**config.mk**
```make
export PLATFORM = sky130hd
export DESIGN_NAME = button_conditioner
export DESIGN_NICKNAME = d
export VERILOG_FILES = /design/src/rtl/button_conditioner.sv
export SDC_FILE = /design/constraint.sdc
export NUM_CORES = 1
export LEC_CHECK = 0
export ABC_AREA = 1
export BUFFER_PORTS_ARGS = -buffer_cell sky130_fd_sc_hd__buf_2
export CAP_MARGIN = 20
export CORE_AREA = 2 2 157 198
export DETAILED_ROUTE_END_ITERATION = 7
export DIE_AREA = 0 0 159 200
export HOLD_SLACK_MARGIN = 0.15
export PLACE_DENSITY = 0.45
export RECOVER_POWER = 25
export SYNTH_ARGS = -nofsm -noshare
export SYNTH_HDL_FRONTEND = slang
export SYNTH_SLANG_ARGS = --single-unit
export TNS_END_PERCENT = 100
```
**constraint.sdc**
```tcl
create_clock -name clk -period 1.7 [get_ports clk]
set_input_delay 0.34 -clock clk [delete_from_list [all_inputs] [get_ports clk]]
set_output_delay 0.34 -clock clk [all_outputs]
set_load 0.005 [all_outputs]
```
**src/rtl/button_conditioner.sv**
```systemverilog
// Button conditioner: synchronizes and debounces three raw buttons, then turns
// press events into single-cycle strobes. Drop fires once per press. Right and
// left also auto-repeat while held. Holding right and left together is treated
// as a conflict and produces no movement at all.
module button_conditioner #(
    parameter int unsigned DEBOUNCE_CYCLES = 250000,
    parameter int unsigned REPEAT_DELAY    = 10000000,
    parameter int unsigned REPEAT_RATE     = 3750000
) (
    input  logic       clk,
    input  logic       rst_n,
    input  logic [2:0] btn_raw,      // bit0 drop, bit1 right, bit2 left
    output logic       drop_pulse,
    output logic       right_pulse,
    output logic       left_pulse,
    output logic [2:0] btn_level
);

    localparam int unsigned DbW    = $clog2(DEBOUNCE_CYCLES + 1);
    localparam int unsigned RepMax = (REPEAT_DELAY > REPEAT_RATE) ? REPEAT_DELAY : REPEAT_RATE;
    localparam int unsigned RepW   = $clog2(RepMax + 1);

    localparam logic [DbW-1:0]  DbLast    = DbW'(DEBOUNCE_CYCLES - 1);
    localparam logic [RepW-1:0] DelayLast = RepW'(REPEAT_DELAY - 1);
    localparam logic [RepW-1:0] RateLast  = RepW'(REPEAT_RATE - 1);

    typedef enum logic [1:0] {
        StIdle,
        StDelay,
        StRepeat
    } rep_state_e;

    // Synchronizer
    logic [2:0] sync1_q;
    logic [2:0] sync2_q;

    // Debounce
    logic [DbW-1:0] db_cnt_q [3];
    logic [DbW-1:0] db_cnt_d [3];
    logic [2:0]     level_q;
    logic [2:0]     level_d;

    // Edge detection
    logic [2:0] level_dly_q;
    logic [2:0] rise_q;

    // Repeat FSMs: index 0 is right (button bit1), index 1 is left (button bit2)
    rep_state_e      st_q      [2];
    rep_state_e      st_d      [2];
    logic [RepW-1:0] rep_cnt_q [2];
    logic [RepW-1:0] rep_cnt_d [2];
    logic [1:0]      mv_level;
    logic [1:0]      mv_rise;
    logic [1:0]      mv_strobe;
    logic            both_held;

    // Output stage
    logic drop_d, right_d, left_d;
    logic drop_q, right_q, left_q;

    assign mv_level  = level_q[2:1];
    assign mv_rise   = rise_q[2:1];
    assign both_held = level_q[1] & level_q[2];

    // Two-flop synchronizer for each raw button
    always_ff @(posedge clk or negedge rst_n) begin
        if (!rst_n) begin
            sync1_q <= '0;
            sync2_q <= '0;
        end else begin
            sync1_q <= btn_raw;
            sync2_q <= sync1_q;
        end
    end

    // Debounce next-state: count consecutive mismatch cycles, flip on the last one
    always_comb begin
        level_d = level_q;
        for (int i = 0; i < 3; i++) begin
            db_cnt_d[i] = '0;
            if (sync2_q[i] != level_q[i]) begin
                if (db_cnt_q[i] == DbLast) begin
                    level_d[i]  = sync2_q[i];
                    db_cnt_d[i] = '0;
                end else begin
                    db_cnt_d[i] = db_cnt_q[i] + DbW'(1);
                end
            end
        end
    end

    // Debounce counters and debounced levels
    always_ff @(posedge clk or negedge rst_n) begin
        if (!rst_n) begin
            for (int i = 0; i < 3; i++) begin
                db_cnt_q[i] <= '0;
            end
            level_q <= '0;
        end else begin
            for (int i = 0; i < 3; i++) begin
                db_cnt_q[i] <= db_cnt_d[i];
            end
            level_q <= level_d;
        end
    end

    // Registered rising-edge detect; falling edges are deliberately ignored
    always_ff @(posedge clk or negedge rst_n) begin
        if (!rst_n) begin
            level_dly_q <= '0;
            rise_q      <= '0;
        end else begin
            level_dly_q <= level_q;
            rise_q      <= level_q & ~level_dly_q;
        end
    end

    // Repeat FSM next-state and strobe decode for right and left
    always_comb begin
        for (int c = 0; c < 2; c++) begin
            st_d[c]      = st_q[c];
            rep_cnt_d[c] = rep_cnt_q[c];
            mv_strobe[c] = 1'b0;
            // Release or a right+left conflict drops straight back to idle. Every
            // strobe below therefore implies this button is held and the other is
            // not, so right and left can never strobe together.
            if (!mv_level[c] || both_held) begin
                st_d[c]      = StIdle;
                rep_cnt_d[c] = '0;
            end else begin
                unique case (st_q[c])
                    StIdle: begin
                        if (mv_rise[c]) begin
                            mv_strobe[c] = 1'b1;
                            st_d[c]      = StDelay;
                            rep_cnt_d[c] = '0;
                        end
                    end
                    StDelay: begin
                        if (rep_cnt_q[c] == DelayLast) begin
                            mv_strobe[c] = 1'b1;
                            st_d[c]      = StRepeat;
                            rep_cnt_d[c] = '0;
                        end else begin
                            rep_cnt_d[c] = rep_cnt_q[c] + RepW'(1);
                        end
                    end
                    StRepeat: begin
                        if (rep_cnt_q[c] == RateLast) begin
                            mv_strobe[c] = 1'b1;
                            rep_cnt_d[c] = '0;
                        end else begin
                            rep_cnt_d[c] = rep_cnt_q[c] + RepW'(1);
                        end
                    end
                    default: begin
                        st_d[c]      = StIdle;
                        rep_cnt_d[c] = '0;
                    end
                endcase
            end
        end
    end

    // Repeat FSM state and counter registers
    always_ff @(posedge clk or negedge rst_n) begin
        if (!rst_n) begin
            for (int c = 0; c < 2; c++) begin
                st_q[c]      <= StIdle;
                rep_cnt_q[c] <= '0;
            end
        end else begin
            for (int c = 0; c < 2; c++) begin
                st_q[c]      <= st_d[c];
                rep_cnt_q[c] <= rep_cnt_d[c];
            end
        end
    end

    // Output arbitration: drop wins, a colliding move strobe is simply lost
    // while its FSM keeps counting as if it had fired
    always_comb begin
        drop_d  = rise_q[0];
        right_d = mv_strobe[0] & ~drop_d;
        left_d  = mv_strobe[1] & ~drop_d;
    end

    // Registered strobe outputs
    always_ff @(posedge clk or negedge rst_n) begin
        if (!rst_n) begin
            drop_q  <= 1'b0;
            right_q <= 1'b0;
            left_q  <= 1'b0;
        end else begin
            drop_q  <= drop_d;
            right_q <= right_d;
            left_q  <= left_d;
        end
    end

    assign drop_pulse  = drop_q;
    assign right_pulse = right_q;
    assign left_pulse  = left_q;
    assign btn_level   = level_q;

endmodule

```
[After elaboration in Yosys (flattened, before gate mapping)]
Cells that the tools add are included.
Storage, ports and cells
  bits in writable memories: 0
  word-level logic and storage cells: 93
  output and inout port bits: 6
  bits in latches: 0
  memory bits (read-only): 0
  bits in registers: 124
  input bits: 5
  memories kept: 0
Operators by class
  add/subtract/negate cells: 5
  equality and inequality tests: 20
  mux-type cells: 34
  reductions and logical operators: 11
  magnitude comparators: 0
  shift-type cells: 0
  bitwise logic cells: 6
  divide/modulo/power cells: 0
  $mul: 0
Operator list (count)
  $mux W24: 8
  $pmux W24 S3: 2
  $mux W18: 6
  $add A18 B1 Y18 const B: 3
  $eq A18 B18 Y1 const B: 3
  $add A24 B1 Y24 const B: 2
  $eq A24 B22 Y1 const B: 2
  $eq A24 B24 Y1 const B: 2
  $mux W2: 6
  $ne A3 B3 Y1 const B: 4
  $pmux W2 S3: 2
  $mux W1: 8
  $pmux W1 S3: 2
  $reduce_and A2 Y1: 3
  $reduce_and A3 Y1: 2
  $eq A2 B1 Y1 const B: 2
  $eq A2 B2 Y1 const B: 2
  $logic_not A2 Y1: 2
  $ne A2 B2 Y1 const B: 2
  $and A1 B1 Y1: 3
  $and A3 B3 Y3: 1
  $ne A1 B1 Y1: 3
  $not A3 Y3: 1
  $logic_not A1 Y1: 2
  2 further kinds: 3

[Depth between registers and ports, before layout]
  word-level depth: 5
  depth in mapped cells: 11
  gate-level depth less buffers: 10

[Least setup slack after synthesis]
OpenSTA, ideal clock, no wires.
  kind: register -> register
  from: register st_q[2] in the netlist's numbering
  to: register rep_cnt_q[31] in the netlist's numbering
  data required time: 1567 ps
  path buffers: 1
  stages on the path, launching flop included: 11
  arrival: 1428 ps
  setup slack: 140 ps
  setup time: 133 ps
  path through: dfrtp_1 > inv_1 > ha_1 > inv_1 > nor2_1 > nand2_4 > inv_2 > buf_2 > nor2_1 > o22ai_1 > a21oi_1
Between the ends
  cells in the longest elaborated chain, start to end: 3
  elaborated cells on any way between the ends: 6
  those cells by class: 3 x eq/ne; 2 x mux; 1 x reduce/logical
RTL lines
  start, declared: line 48  | rep_state_e st_q [2];
  start signal, assigned by index: line 169  | st_q[c] <= StIdle;
  start signal, assigned by index: line 174  | st_q[c] <= st_d[c];
  $eq A2 B2 Y1, or another cell as far along: line 131  | unique case (st_q[c])
  $pmux W24 S3: line 131
  $mux W24: line 127  | if (!mv_level[c] || both_held) begin
  end signal, assigned by index: line 175  | rep_cnt_q[c] <= rep_cnt_d[c];
  end, declared: line 50  | logic [RepW-1:0] rep_cnt_q [2];
Parallel ways exist; a longest one is shown, timed or not.
A chain may end at the register's enable or synchronous reset.

[Final worst setup path]
  from: register rep_cnt_q[23] in the netlist's numbering
  to: register rep_cnt_q[16] in the netlist's numbering
Between the ends
  cells in the longest elaborated chain, start to end: 4
  elaborated cells on any way between the ends: 6
  those cells by class: 2 x eq/ne; 4 x mux
RTL lines (line)
  $eq A24 B22 Y1 / $eq A24 B24 Y1 (equally long branches): 149, 140
  $mux W24 (on tied branches): 149, 140
  $pmux W24 S3 *: 131
  $mux W24 *: 127
Every way passes the cells marked *; elsewhere a longest branch is shown, timed or not.

==> qor.yml <==
clock_latency_ps: 440
ys_ff_latch: 124
finalHoldViolCount: 0
cts_sinks: 124
syn_nets: 1041
syn_inst: 1021
die_h_um: 200
hpwl_um: 14100
dp_slack_ps: -22.2
synth_cell_types: 35
synth_edf_count: 0
fin_cells: 1513
fp-row-count: 71
syn_area_per_cell_um2: 7.23
firstDrtPassIters: 4
async_flop_share_pct: 100
synthFlopType: "dfrtp_1"
grt_max_degree: 36
synth.area.top_cells: "dfrtp_1 (42%), nand2_1 (12%), nor2_1 (9.5%)"
placed_cell_area_mm2: 0.00826
critPathArrivalTime_ps: 1940
vias_per_cell: 4.31
drc: 0
htree_levels: 4
setup_ws_ps: 82.2
fin_nets: 1119
relSlewSlack_pct: 40.2
finClkSkew_ps: 8.34
synth_area_mm2: 0.00738
wl_per_cell_um: 12.5
drtIter0Drc: 296
r2r_setup_slack_ps: 80
grt_pass1_vias: 6568
grt_pass1_wl_um: 32500
maxSlewViolCount: 0
syn_to_final_growth_pct: 24.4
hold_class: "reg -> reg"
slowest_delay_ps: 440
io_buffers: 10
worst_slew_pin_slew_ps: 897
period_share_pct: 95.2
synth_area_leader_cell: "dfrtp_1"
drive_gt1_share_pct: 16.2
grt_usage_pct: 12.7
antenna_found_initial: 0
place_congestion: 0.837
ant_nets: 0
cpMostUsedCell: "nand2_1"
routed_wl_um: 19000
path_clk_slew_ps: 60
grt_remaining_overflow: 0
critPathCaptureType: "register"
path_max_fanout: 20
drv_cap: 0
cts_tree: "done"
die_width_um: 159
leakagePower_nw: 3.90
die_area_mm2: 0.0318
critPathSlowestCell: "dfrtp_1"
path_class: "reg -> reg"
yosysSeqAreaShare_pct: 42.0
synth_top_area_share_pct: 42.0
status: "finished clean"
required_ps: 2020
fin_area_mm2: 0.00918
clock.fmax_ghz: 0.618
root_buffer: "clkbuf_16"
numCtsBuffers: 17
cp-start-kind: "register"
placedCellCount: 1464
ys_warn_count: 0
cts_max_path_buffers: 2
ios: 11
crit_chain: "inv_1 -> nor2_1 -> nand2_1 -> nor2_1 -> nand3_1 -> nand2_1 -> nand2_1 -> buf_12 -> nand2_2 -> a21oi_1"
vdd_ir_drop_max_uv: 677
num_vias: 6514
diodes: 0
setup_viol: 0
powerDensity_mw_per_mm2: 759
core-area_mm2: 0.0298
nFillCells: 3263
period_minus_slack_ps: 1620
initial_core_util_pct: 24.7
[logic make-up after synthesis]
group	after synthesis	synth area share, %
AO/OA/AOI/OAI	103	7.54
buffers and inverters	157	8.58
AND/OR/NAND/NOR	585	34.9
adder cells (fa/ha/maj)	15	2.54
XOR/XNOR	37	4.39
flip-flops	124	42.0
[final timing paths]
check | from | end | cells after the start
min in group asynchronous | rst_n | db_cnt_q[29] | 2
max in group asynchronous | rst_n | rep_cnt_q[9] | 3
hold / removal | sync1_q[0] | sync2_q[0] | 0
setup / recovery | rep_cnt_q[23] | rep_cnt_q[16] | 10
setup reg to reg | rep_cnt_q[23] | rep_cnt_q[16] | 10
hold reg to reg | sync1_q[0] | sync2_q[0] | 0
[cell usage after synthesis (6+ instances only)]
master and instances:
nor3_2 6, nor3_1 20, inv_1 136, dfrtp_1 124, nand3_1 67, a21oi_1 58
nor2_1 186, ha_1 15, xor2_1 29, nor2_2 12, o21ai_0 19, inv_2 10
xnor2_1 8, nand2_2 13, o21ai_1 9, nand4_1 26, nand2_1 236
[area by class of cell]
cell class                      instances  area [um^2]  area share, %
Multi-Input combinational cell        741         3820           41.6
Sequential cell                       124         3110           33.8
Timing Repair Buffer                   69          587           6.39
Inverter                              146          556           6.05
Tap cell                              401          502           5.46
Clock buffer                           18          439           4.78
Clock inverter                         14          170           1.85
[flip-flops by register name (all words and copies together), names as in the netlist]
| signal | count |
|---|---|
| left_pulse | 1 |
| btn_level | 3 |
| level_dly_q | 3 |
| sync2_q | 3 |
| drop_pulse | 1 |
| rep_cnt_q | 48 |
| sync1_q | 3 |
| right_pulse | 1 |
| db_cnt_q | 54 |
| st_q | 4 |
| rise_q | 3 |
[worst max-delay path, delay by kind of cell (launching register included)]
family / cells / cell delay, ps
buffers and inverters: 2 / 220
flip-flops: 1 / 440
AO/OA/AOI/OAI: 1 / 70
AND/OR/NAND/NOR: 7 / 750
[through the flow]
step / total power, mW / hold WS, ps / utilization, % / setup TNS, ps
final: 6.97 / 346 / 30.8 / 0
after CTS: 7.09 / 347 / 29.9 / 0
after floorplan: 3.09 / 44.4 / - / 0
after global placement: 3.21 / 258 / 27.7 / -45.4
after detailed placement: 3.21 / 258 / 27.7 / -46.8
after global routing: 7.26 / 370 / 30.8 / -30.1
[cells in the final DEF (no fill, tap or decap), drive strengths merged, types with 27 or more instances in the layout]
cell type	n
nand2	253
inv	147
xor2	29
dfrtp	124
buf	63
nand3	69
a21oi	63
o21ai	28
nor2	202
nor3	27
[where the power goes]
group	total [mW]	switching (mW)	internal (mW)
clock	3.81	1.46	2.34
combinational	0.170	0.108	0.0616
sequential	3.00	0.0191	2.98
[what timing repair did]
item / CTS / global route
endpoints found under the setup margin: 4 / 67
pin swaps: 0 / 8
buffers inserted: 0 / 12
hold buffers: 4 / 0
gates resized for setup: 1 / 45
gates cloned: 0 / 1
endpoints found under the hold margin: 127 / 0
[routing by layer]
layer / global-route usage [%] / vias to the layer above / part of all wire (%)
li1: - / 3389 / -
met1: 14.8 / 3034 / 45
met2: 22.9 / 57 / 50
met3: 2.27 / 34 / 2.1
met4: 5.29 / 0 / 2.4
met5: 0 / - / 0
(Power assumes the default switching activity.)
